==> config.mk <==
export PLATFORM = sky130hd
export DESIGN_NAME = median_filter_3x3_pipe
export DESIGN_NICKNAME = d
export VERILOG_FILES = /design/src/rtl/median_filter_3x3_pipe.sv
export SDC_FILE = /design/constraint.sdc
export NUM_CORES = 1
export LEC_CHECK = 0
export BUFFER_PORTS_ARGS = -buffer_cell sky130_fd_sc_hd__buf_4
export CAP_MARGIN = 30
export CORE_UTILIZATION = 50
export CTS_CLUSTER_SIZE = 8
export DETAILED_ROUTE_END_ITERATION = 8
export PLACE_DENSITY = 0.66
export SYNTH_ARGS = -nofsm -noshare
export SYNTH_HDL_FRONTEND = slang
export SYNTH_SLANG_ARGS = --single-unit
export TNS_END_PERCENT = 1
==> constraint.sdc <==
create_clock -name clk -period 5.7 [get_ports clk]
set_input_delay 0 -clock clk [delete_from_list [all_inputs] [get_ports clk]]
set_output_delay 0 -clock clk [all_outputs]
set_load 0.005 [all_outputs]
==> src/rtl/median_filter_3x3_pipe.sv <==
// 3x3 median/max/min/centre filter fed one pixel column per cycle.
// Input register, window stage, partial-sort stage and select stage all advance together.
module median_filter_3x3_pipe #(
  parameter int DATA_WIDTH = 8
) (
  input  logic                  clk,
  input  logic                  rst,
  input  logic                  in_valid,
  output logic                  in_ready,
  input  logic                  frame_start,
  input  logic [DATA_WIDTH-1:0] col_top,
  input  logic [DATA_WIDTH-1:0] col_mid,
  input  logic [DATA_WIDTH-1:0] col_bot,
  input  logic [1:0]            mode,
  output logic                  out_valid,
  input  logic                  out_ready,
  output logic [DATA_WIDTH-1:0] out_pixel
);

  typedef logic [DATA_WIDTH-1:0] pix_t;

  function automatic pix_t max2(input pix_t a, input pix_t b);
    return (a >= b) ? a : b;
  endfunction

  function automatic pix_t min2(input pix_t a, input pix_t b);
    return (a <= b) ? a : b;
  endfunction

  function automatic pix_t max3(input pix_t a, input pix_t b, input pix_t c);
    return max2(max2(a, b), c);
  endfunction

  function automatic pix_t min3(input pix_t a, input pix_t b, input pix_t c);
    return min2(min2(a, b), c);
  endfunction

  // Always returns one of its operands, so no new pixel value is ever invented.
  function automatic pix_t med3(input pix_t a, input pix_t b, input pix_t c);
    return max2(min2(a, b), min2(max2(a, b), c));
  endfunction

  logic adv;
  assign adv      = !out_valid || out_ready;
  assign in_ready = adv;

  // input register: sorted column plus its sideband
  logic       a_acc, a_fs;
  pix_t       a_h, a_m, a_l, a_raw;
  logic [1:0] a_mode;

  // window (index 0 = newest column) and S1 slot
  pix_t       w_h [3];
  pix_t       w_m [3];
  pix_t       w_l [3];
  pix_t       raw_newest;
  logic [1:0] fill, fill_nxt;
  logic       b_vld;
  logic [1:0] b_mode;
  pix_t       b_centre;

  // S2 partial results
  pix_t       c_maxl, c_medm, c_minh, c_wmax, c_wmin, c_centre;
  logic [1:0] c_mode;
  logic       c_vld;

  pix_t       s3_pixel;

  always_comb begin
    fill_nxt = fill;
    if (a_fs)
      fill_nxt = 2'd1;
    else if (fill != 2'd3)
      fill_nxt = fill + 2'd1;
  end

  always_comb begin
    s3_pixel = c_centre;
    case (c_mode)
      2'd0:    s3_pixel = med3(c_maxl, c_medm, c_minh);
      2'd1:    s3_pixel = c_wmax;
      2'd2:    s3_pixel = c_wmin;
      default: s3_pixel = c_centre;
    endcase
  end

  always_ff @(posedge clk) begin
    if (rst) begin
      a_acc      <= 1'b0;
      a_fs       <= 1'b0;
      a_h        <= '0;
      a_m        <= '0;
      a_l        <= '0;
      a_raw      <= '0;
      a_mode     <= '0;
      for (int i = 0; i < 3; i++) begin
        w_h[i] <= '0;
        w_m[i] <= '0;
        w_l[i] <= '0;
      end
      raw_newest <= '0;
      fill       <= '0;
      b_vld      <= 1'b0;
      b_mode     <= '0;
      b_centre   <= '0;
      c_maxl     <= '0;
      c_medm     <= '0;
      c_minh     <= '0;
      c_wmax     <= '0;
      c_wmin     <= '0;
      c_centre   <= '0;
      c_mode     <= '0;
      c_vld      <= 1'b0;
      out_valid  <= 1'b0;
      out_pixel  <= '0;
    end else if (adv) begin
      a_acc  <= in_valid;
      a_fs   <= in_valid && frame_start;
      a_h    <= max3(col_top, col_mid, col_bot);
      a_m    <= med3(col_top, col_mid, col_bot);
      a_l    <= min3(col_top, col_mid, col_bot);
      a_raw  <= col_mid;
      a_mode <= mode;

      // the window only moves for an accepted column; bubbles just carry an invalid tag
      b_vld  <= a_acc && (fill_nxt == 2'd3);
      b_mode <= a_mode;
      if (a_acc) begin
        w_h[0]     <= a_h;
        w_m[0]     <= a_m;
        w_l[0]     <= a_l;
        for (int i = 1; i < 3; i++) begin
          w_h[i] <= w_h[i-1];
          w_m[i] <= w_m[i-1];
          w_l[i] <= w_l[i-1];
        end
        raw_newest <= a_raw;
        b_centre   <= raw_newest;
        fill       <= fill_nxt;
      end

      c_maxl   <= max3(w_l[0], w_l[1], w_l[2]);
      c_medm   <= med3(w_m[0], w_m[1], w_m[2]);
      c_minh   <= min3(w_h[0], w_h[1], w_h[2]);
      c_wmax   <= max3(w_h[0], w_h[1], w_h[2]);
      c_wmin   <= min3(w_l[0], w_l[1], w_l[2]);
      c_centre <= b_centre;
      c_mode   <= b_mode;
      c_vld    <= b_vld;

      out_valid <= c_vld;
      if (c_vld)
        out_pixel <= s3_pixel;
    end
  end

endmodule

==> impl_metrics.yaml <==
sta:
  final-hold-violation-count: 0
  drv_slew: 0
  finClkSkew_ps: 14.7
  fmax_mhz: 186
  rsz0062_at_grt: "no"
  final.period_utilization_pct: 94.2
  tightest_slew_ps: 1050
  setup_viol: 0
  fin_crit_ps: 5370
  worst_slack_ps: 331
  relSlewSlack_pct: 30.0
  tns_ps: 0
  whs_ps: 89.5
global_routing:
  grt_max_degree: 94
  gr-total-overflow: 0
  grt_pass1_vias: 9011
  grt_usage_pct: 24.7
  antenna_found_initial: 0
  grt_pass1_wl_um: 47200
power_and_ir_drop:
  ir_drop_mv: 0.187
  p_switching_uw: 1590
  seq_power_share_pct: 36.3
  power.leakage_uw: 0.00587
  p_comb_share_pct: 36.4
  clockPowerShare_pct: 27.4
  power_density_mw_per_mm2: 331
  swShare_pct: 35.9
  internal_power_uw: 2840
clock_network:
  root_buffer: "clkbuf_16"
  cts_buffers: 17
  clock_path_buffers: 2
  clkTransAtPathRegs_ps: 80
  clock_latency_ps: 440
  numClockSinks: 189
  cts_tree: "yes"
  h-tree-depth: 4
  postCtsSetupBuffers: 0
synth:
  ys_types: 63
  syn-cell-area_sq_mm: 0.0119
  syn_inst: 1265
  ys_ff_latch: 189
  avgSynthCellArea_sq_um: 9.42
  yosys_warnings: 0
  synth-edff-count: 72
  synthArstFlopShare_pct: 0
  synth_ff_type: "dfxtp_1"
  synth_fp_nets: 1424
  yosysSeqAreaShare_pct: 37.8
final_layout:
  final_common_cell: "ha_1"
  fill_cells: 2122
  drive_gt1_share_pct: 14.0
  area_growth_pct: 12.5
  insertedDiodeCount: 0
  num-nets-final: 1464
  final_cell_mix: "ha_1, dfxtp_1, nand2_1"
floorplan:
  row_count: 56
  die_area_sq_mm: 0.0245
  boundaryPins: 41
  fp.dieH_um: 156
  core_region_area_sq_mm: 0.0234
  start_util_pct: 50.9
  die_w_um: 156
worst_setup_path:
  required_ps: 6060
  crit_path_end_kind: "flop"
  critPathKind: "reg -> reg"
  arrival_ps: 5730
  cp-start-kind: "flop"
  cp_max_fo: 8
job:
  drv_cap: 0
drt:
  drt_pass1_iterations: 5
  wl_per_cell_um: 18.1
  ant_nets: 0
  avgViaCountPerCell: 5.79
  vias: 9479
  drt_iter0_drc: 738
  drc: 0
  wirelength_um: 29600
min_path:
  hp-class: "in -> reg"
placed_design:
  place.gp.congestion: 0.942
  dp_hpwl_um: 21400
  port_buffers: 40
  preCtsSetupSlack_ps: 279
status:
  status: "finished, final reports clean"
-- routing by layer --
layer	track usage [%]	wire (um)
met5	0	0
met2	41.1	14000
met3	3.13	1140
met1	33.6	14000
met4	6.58	472
-- worst max-delay path, stage by stage, from the launching register on --
cell and delay [ps]:
dfxtp_1 400, inv_1 100, ha_1 300, o21ai_0 80, a21oi_1 160, o21ai_0 110, nand2_1 270, mux2_2 420
ha_1 320, nand2_1 50, o21ai_0 240, mux2i_1 120, nor2_1 500, mux2i_1 350, ha_1 290, a21o_1 180
a2111oi_0 450, a21oi_1 150, buf_4 180, or4_1 460, o22ai_1 150
-- through the flow --
step	area (sq um)	instances	total power [uW]	util [%]
2_1_floorplan	11900	1265	2780	-
3_3_place_gp	12400	1570	3170	53.2
3_5_place_dp	12500	1572	3200	53.3
4_1_cts	13400	1636	4430	57.2
5_1_grt	13400	1637	4690	57.3
6_report	13400	1637	4440	57.3
-- cell type report --
type	count	area, sq um	area share [%]
timing repair buffer	89	756	5.63
clock inverter	15	184	1.37
inverter	87	327	2.43
sequential	189	4510	33.6
tap	319	399	2.98
clock buffer	17	425	3.17
multi-input combinational	921	6820	50.8
-- path summary, 6_finish.rpt --
| path | startpoint | end | slack [ps] | cells after the start |
|---|---|---|---|---|
| max | c_medm[2] | out_pixel[4] | 330 | 20 |
| min reg2reg | a_l[6] | a_l[6] | 450 | 2 |
| min | col_top[2] | a_h[2] | 90 | 4 |
| max reg2reg | c_medm[2] | out_pixel[4] | 330 | 20 |
-- power by group through the flow --
stage               combinational, uW  clock, uW  sequential (uW)
finish                           1610       1210             1610
global route                     1780       1280             1630
CTS                              1590       1230             1610
detailed placement               1560          0             1640
global placement                 1540          0             1640
floorplan                        1180          0             1600
-- Yosys cell counts (4+ instances only) --
master	n	area (sq um)
a31o_2	14	123
nor3_1	17	85.1
a221o_1	8	80.1
and3_1	76	475
o21ai_0	82	410
a211o_1	8	70.1
nand3b_1	18	135
nand3_1	7	35.0
a211oi_1	9	67.6
nand2_1	98	368
mux2_2	63	709
nand4_1	15	93.8
a2111oi_0	4	35.0
nor2b_1	11	68.8
a31oi_1	4	25.0
mux2i_1	53	531
a21o_1	11	82.6
a22o_1	24	210
a221oi_1	14	123
dfxtp_1	117	2340
nand2b_1	9	56.3
or4_1	8	60.1
clkbuf_1	55	206
buf_1	5	18.8
edfxtp_1	72	2160
ha_1	128	1600
inv_1	87	327
and2_1	4	25.0
a21oi_1	95	475
o21a_1	8	60.1
or3_1	9	56.3
o211ai_1	6	45.0
o22ai_1	10	62.6
nor2_1	68	255
-- logic make-up (layout without fill, tap and decap cells) --
group	Yosys count	after routing	share of synthesized area, %
flops	189	189	37.8
compound gates	324	324	17.7
simple gates	351	351	15.2
buf+inv	155	208	5.26
mux	118	118	10.7
fa+ha+maj	128	128	13.4
-- sequential cells by signal, indices dropped and copies added, names as in the netlist, 2 cells and up --
| register | cells |
|---|---|
| b_centre | 8 |
| a_h | 8 |
| c_maxl | 8 |
| w_h | 24 |
| c_wmax | 8 |
| b_mode | 2 |
| w_l | 24 |
| c_wmin | 8 |
| out_pixel | 8 |
| a_m | 8 |
| c_minh | 8 |
| c_centre | 8 |
| a_raw | 8 |
| raw_newest | 8 |
| w_m | 24 |
| a_mode | 2 |
| c_mode | 2 |
| c_medm | 8 |
| a_l | 8 |
| fill | 2 |
-- repair_timing --
item                                    in CTS  in global routing
hold buffers                                32                  0
gates resized for setup                      0                  2
endpoints found under the setup margin       0                 12
endpoints found under the hold margin       34                  0
Power figures use the tool's default switching activity.
